**config.mk**
```make
export PLATFORM = sky130hd
export DESIGN_NAME = priority_encoder_8_to_3
export DESIGN_NICKNAME = d
export VERILOG_FILES = /design/src/rtl/priority_encoder_8_to_3.sv
export SDC_FILE = /design/constraint.sdc
export NUM_CORES = 1
export LEC_CHECK = 0
export CELL_PAD_IN_SITES_DETAIL_PLACEMENT = 0
export CELL_PAD_IN_SITES_GLOBAL_PLACEMENT = 1
export CORE_AREA = 2 2 39 41
export CTS_CLUSTER_DIAMETER = 50
export DETAILED_ROUTE_END_ITERATION = 6
export DIE_AREA = 0 0 41 43
export GPL_ROUTABILITY_DRIVEN = 1
export PLACE_DENSITY = 0.58
export REMOVE_ABC_BUFFERS = 1
export SYNTH_ARGS = -nofsm -noshare
export SYNTH_HDL_FRONTEND = slang
export SYNTH_SLANG_ARGS = --single-unit
```
**constraint.sdc**
```tcl
create_clock -name clk -period 0.85 [get_ports clk]
set_input_delay 0.255 -clock clk [delete_from_list [all_inputs] [get_ports clk]]
set_output_delay 0.255 -clock clk [all_outputs]
set_load 0.01 [all_outputs]
```
**src/rtl/priority_encoder_8_to_3.sv**
```systemverilog
// Registered 8-to-3 priority encoder: reports the index of the highest set
// request bit one cycle after sampling, with valid meaning "any bit set".
module priority_encoder_8_to_3 (
    input  logic       clk,
    input  logic       rst,
    input  logic [7:0] in,
    output logic [2:0] out,
    output logic       valid
);

    logic [2:0] out_d;
    logic [2:0] out_q;
    logic       valid_d;
    logic       valid_q;

    // Ascending scan so the highest set bit is the last one written and wins.
    always_comb begin
        // NOTE: defaults first so every path assigns out_d/valid_d and no latch is inferred.
        out_d   = 3'd0;
        valid_d = |in;
        for (int i = 0; i < 8; i++) begin
            if (in[i]) begin
                out_d = 3'(i);
            end
        end
    end

    always_ff @(posedge clk or posedge rst) begin
        if (rst) begin
            out_q   <= 3'd0;
            valid_q <= 1'b0;
        end else begin
            // NOTE: non-blocking so every flop samples pre-edge values, whatever the statement order.
            out_q   <= out_d;
            valid_q <= valid_d;
        end
    end

    assign out   = out_q;
    assign valid = valid_q;

endmodule

```
[After elaboration in Yosys (flattened, before gate mapping)]
Cells that the tools add are included.
Cells by class
  reduce and logical (&&, ||, !) cells: 1
  multiplexer cells: 7
Operator list (number)
  $mux 3: 6
  $reduce_or 8->1: 1
  $mux 1: 1
Storage, ports and cells
  output and inout port bits: 4
  register bits: 4

[Longest topological paths before layout]
  depth after elaboration: 7
  gate-level depth with buffers: 3
  mapped depth without buffers: 3

[Worst setup path after synthesis]
Ideal clock, no wire load.
  path type: register -> output
  start: reg out_q[0], in the netlist out[0]
  end: out out[0]
  setup slack: 0.219 ns
  arrival: 0.376 ns
  cell stages (with the launch flop): 1
  path through: dfrtp_1
RTL lines
  start: declaration: RTL line 12  | logic [2:0] out_q;
  start signal: assignment: RTL line 34  | out_q <= out_d;
  end: declaration: RTL line 7  | output logic [2:0] out,
No word-level cell between the ends.

[Worst setup path after layout]
  start: reg valid_q, in the netlist valid
  end: out valid
RTL lines
  start: declaration: RTL line 14  | logic valid_q;
  start signal: assignment: RTL line 35  | valid_q <= valid_d;
  end: declaration: RTL line 8  | output logic valid
No word-level cell between the ends.

==> results by stage <==
Die:
- The effective utilization at floorplan is 0.123.
- The area of the die is 1760 um^2.
- The number of primary I/O pins is 14.
- The initialized floorplan defines 14 standard-cell rows.
- The floorplan die width is between 40 and 50 um.
- The die is 43 um tall.
- After floorplanning, the core was sized to cover approximately 1400 um^2.

Global routing:
- In the global route stage, overall resource usage came out at 0.0684.
- The wire length of the first global-routing pass is between 600 and 700 um.
- The number of antenna violations at the first check in global routing is 0.
- The maximum number of pins on one net before global-route repair is 5.
- The global route total overflow is 0.
- The via count of the first global-routing pass was roughly 180.

Drt:
- The starting DRC count in detailed routing is 0.
- For this run, the detailed router's first-pass iteration total came to 1.
- The number of nets still failing antenna checks after routing is 0.
- For this block, the routed nets add up to approximately 380 um of wire.
- In the routed design, unresolved DRC markers number 0.
- The routed via count divided by cell count is 3.78.
- The wire length per cell is a little under 8 um.
- The number of vias after detailed routing is ~190.

Pwr:
- The maximum VDD drop is 0.000287 V.
- The share of total power dissipated in combinational logic is 0.156.
- The leakage dissipation is about 0.15 nW.
- Power spread over the standard cell area amounts to 1530 nW/um^2.
- The share of total power dissipated in sequential elements is 0.391.
- The switching power summed over all nets is approximately 0.11 mW.
- The total power is 0.515 mW.
- The internal power summed over all cells is 0.401 mW.
- Of the total power, the clock network draws 0.453.
- Of the total power, the share spent switching nets is 0.220.

Synthesis:
- The number of warnings issued by yosys is 0.
- Averaged over all synthesized cells, the footprint is between 10 and 15 um^2.
- The sequential fraction of the synthesis area is 0.588.
- The number of cells produced by synthesis is 17.
- The synthesized flop and latch total is 4.
- The mapped netlist covers roughly 170 um^2.
- Counting distinct cell types in the post-synthesis netlist gives 10.

Setup path:
- The critical path goes through buf_6.
- In this run the number of cells on the critical path is 1.
- The launch point of the worst path is valid.
- The data required time of the critical path is around 590 ps.
- The worst path arrival time is between 700 and 800 ps.
- The startpoint kind of the worst setup timing path is a register.
- The end point of the critical path is valid.
- The largest fanout of any net on the critical path is 1.
- The gate family responsible for the most delay along the worst path is flip-flops.
- The worst setup path is captured at an output pin.
- The type of the setup path with the least slack is register to output pin.
- For this design, the slowest cell found on the critical path is sky130_fd_sc_hd__dfrtp_1.
- Counting both buffers and inverters, the worst setup path holds a total of 1.
- The maximum single-stage delay on the critical path is 370 ps.

Timing:
- In the finished design, the share of the clock period the worst path needs comes to 1.15.
- The max-slew violation count is 0.
- The worst slack on hold paths is about 200 ps.
- Based on the critical path, the design can be clocked at up to 1030 MHz.
- The slew at the pin closest to its max-slew limit is a little under 200 ps.
- The final hold violation count is 0.
- The normalized max-slew margin is 0.869.
- The post-layout minimum cycle time is 975 ps.
- After layout, the worst setup slack is -125 ps.
- The count of endpoints failing setup in the final report is 4.
- Setup repair after global routing could not meet its margin everywhere.

CTS:
- The clock drives 4 sinks.
- In this run the post-CTS setup repair buffer count came out at 0.
- The clock passes through at most 2 buffers.
- In this run the number of H-tree levels came out at 1.
- The total clock buffers created by CTS is 3.
- After clock tree synthesis, the clock-pin slew on the worst setup and hold paths is ~40 ps.
- The tree is rooted in a sky130_fd_sc_hd__clkbuf_4.
- TritonCTS built the clock tree.

Layout:
- Relative to the synthesized area, the layout overhead comes to 97.8%.
- The number of antenna diodes in the final layout is 0.
- The layout cell share with drive strength beyond 1 is 0.364.
- The net total in the final layout is 45.

Worst hold path:
- The kind of path behind the tightest hold check is input pin to asynchronous set/reset pin.

Place:
- The routability congestion estimate from global placement is about 0.69.
- After legalization and detailed placement, the total HPWL measured roughly 320 um.
- The port buffer count is 13.

Job:
- The number of maximum-capacitance violations is 0.

Status:
- The final reports fail on setup timing.
- The run finished, with violations left.
[power by group through the flow]
stage | clock network [mW] | registers [mW] | logic, mW
CTS | 0.246 | 0.200 | 0.0784
floorplan | 0 | 0.207 | 0.0213
global placement | 0 | 0.203 | 0.0906
detailed placement | 0 | 0.203 | 0.0922
finish | 0.233 | 0.201 | 0.0801
global route | 0.272 | 0.201 | 0.0907
[synth_stat cells, drive strengths merged]
| cell type | instances | area share |
|---|---|---|
| dfrtp | 4 | 0.59 |
| nor2 | 4 | 0.088 |
| nand2 | 1 | 0.022 |
| o31ai | 2 | 0.12 |
| inv | 3 | 0.066 |
| nand4 | 1 | 0.037 |
| a21oi | 2 | 0.081 |
[per-stage QoR]
step                worst slack [ps]  instances  area, um^2  TNS (ps)   util
floorplan                        219         17         170         0      -
global placement                -304         46         320     -2060  0.231
detailed placement              -343         46         320     -2200  0.231
CTS                             -137         49         322      -532  0.232
global route                    -158         49         337      -611  0.243
finish                          -125         49         337      -484  0.243
[sequential cells by signal, summed over array words and instances (netlist names)]
name,count
valid,1
out,3
[cells by family after synthesis]
| logic type | Yosys count | share of synthesized area |
|---|---|---|
| AND/OR/NAND/NOR | 6 | 0.147 |
| AO/OA/AOI/OAI | 4 | 0.199 |
| flip-flops | 4 | 0.588 |
| buffers and inverters | 3 | 0.0662 |
[placed cells by master (no fill, tap or decap)]
cell	n
sky130_fd_sc_hd__nor2_2	1
sky130_fd_sc_hd__o31ai_2	1
sky130_fd_sc_hd__dlymetal6s2s_1	1
sky130_fd_sc_hd__buf_2	2
sky130_fd_sc_hd__nand4_1	1
sky130_fd_sc_hd__inv_2	1
sky130_fd_sc_hd__a21oi_2	2
sky130_fd_sc_hd__clkbuf_4	3
sky130_fd_sc_hd__clkdlybuf4s50_1	2
sky130_fd_sc_hd__inv_1	2
sky130_fd_sc_hd__nor2_1	3
sky130_fd_sc_hd__dlygate4sd2_1	6
sky130_fd_sc_hd__o31ai_1	1
sky130_fd_sc_hd__nand2_1	1
sky130_fd_sc_hd__dfrtp_1	4
sky130_fd_sc_hd__buf_6	2
[layout make-up]
type / instances / area (um^2)
well taps: 16 / 20.0
inverters: 3 / 11.3
clock buffers: 3 / 22.5
fillers: 150 / 1050
flip-flops and latches: 4 / 100
multi-input cells: 10 / 65.1
repair buffers: 13 / 118
[per-layer routing]
metal	GRT usage	part of all wire	up-vias
met1	0.0550	0.37	77
met3	0.0628	0.19	2
met4	0.100	0.050	0
met2	0.0750	0.38	16
met5	0	0	-
li1	-	-	90
[worst min-delay path by stage]
stage / from / cells after the start / to
global placement: rst / 2 / out[1]
CTS: rst / 2 / valid
floorplan: rst / 1 / out[0]
detailed placement: rst / 2 / out[1]
global route: rst / 2 / out[1]
finish: rst / 2 / out[1]
[timing repair]
item                                    CTS  global route
resized for setup                        24             3
hold buffers                              0             0
endpoints found under the setup margin    8             5
pin swaps                                 4             1
Power figures use the tool's default switching activity.
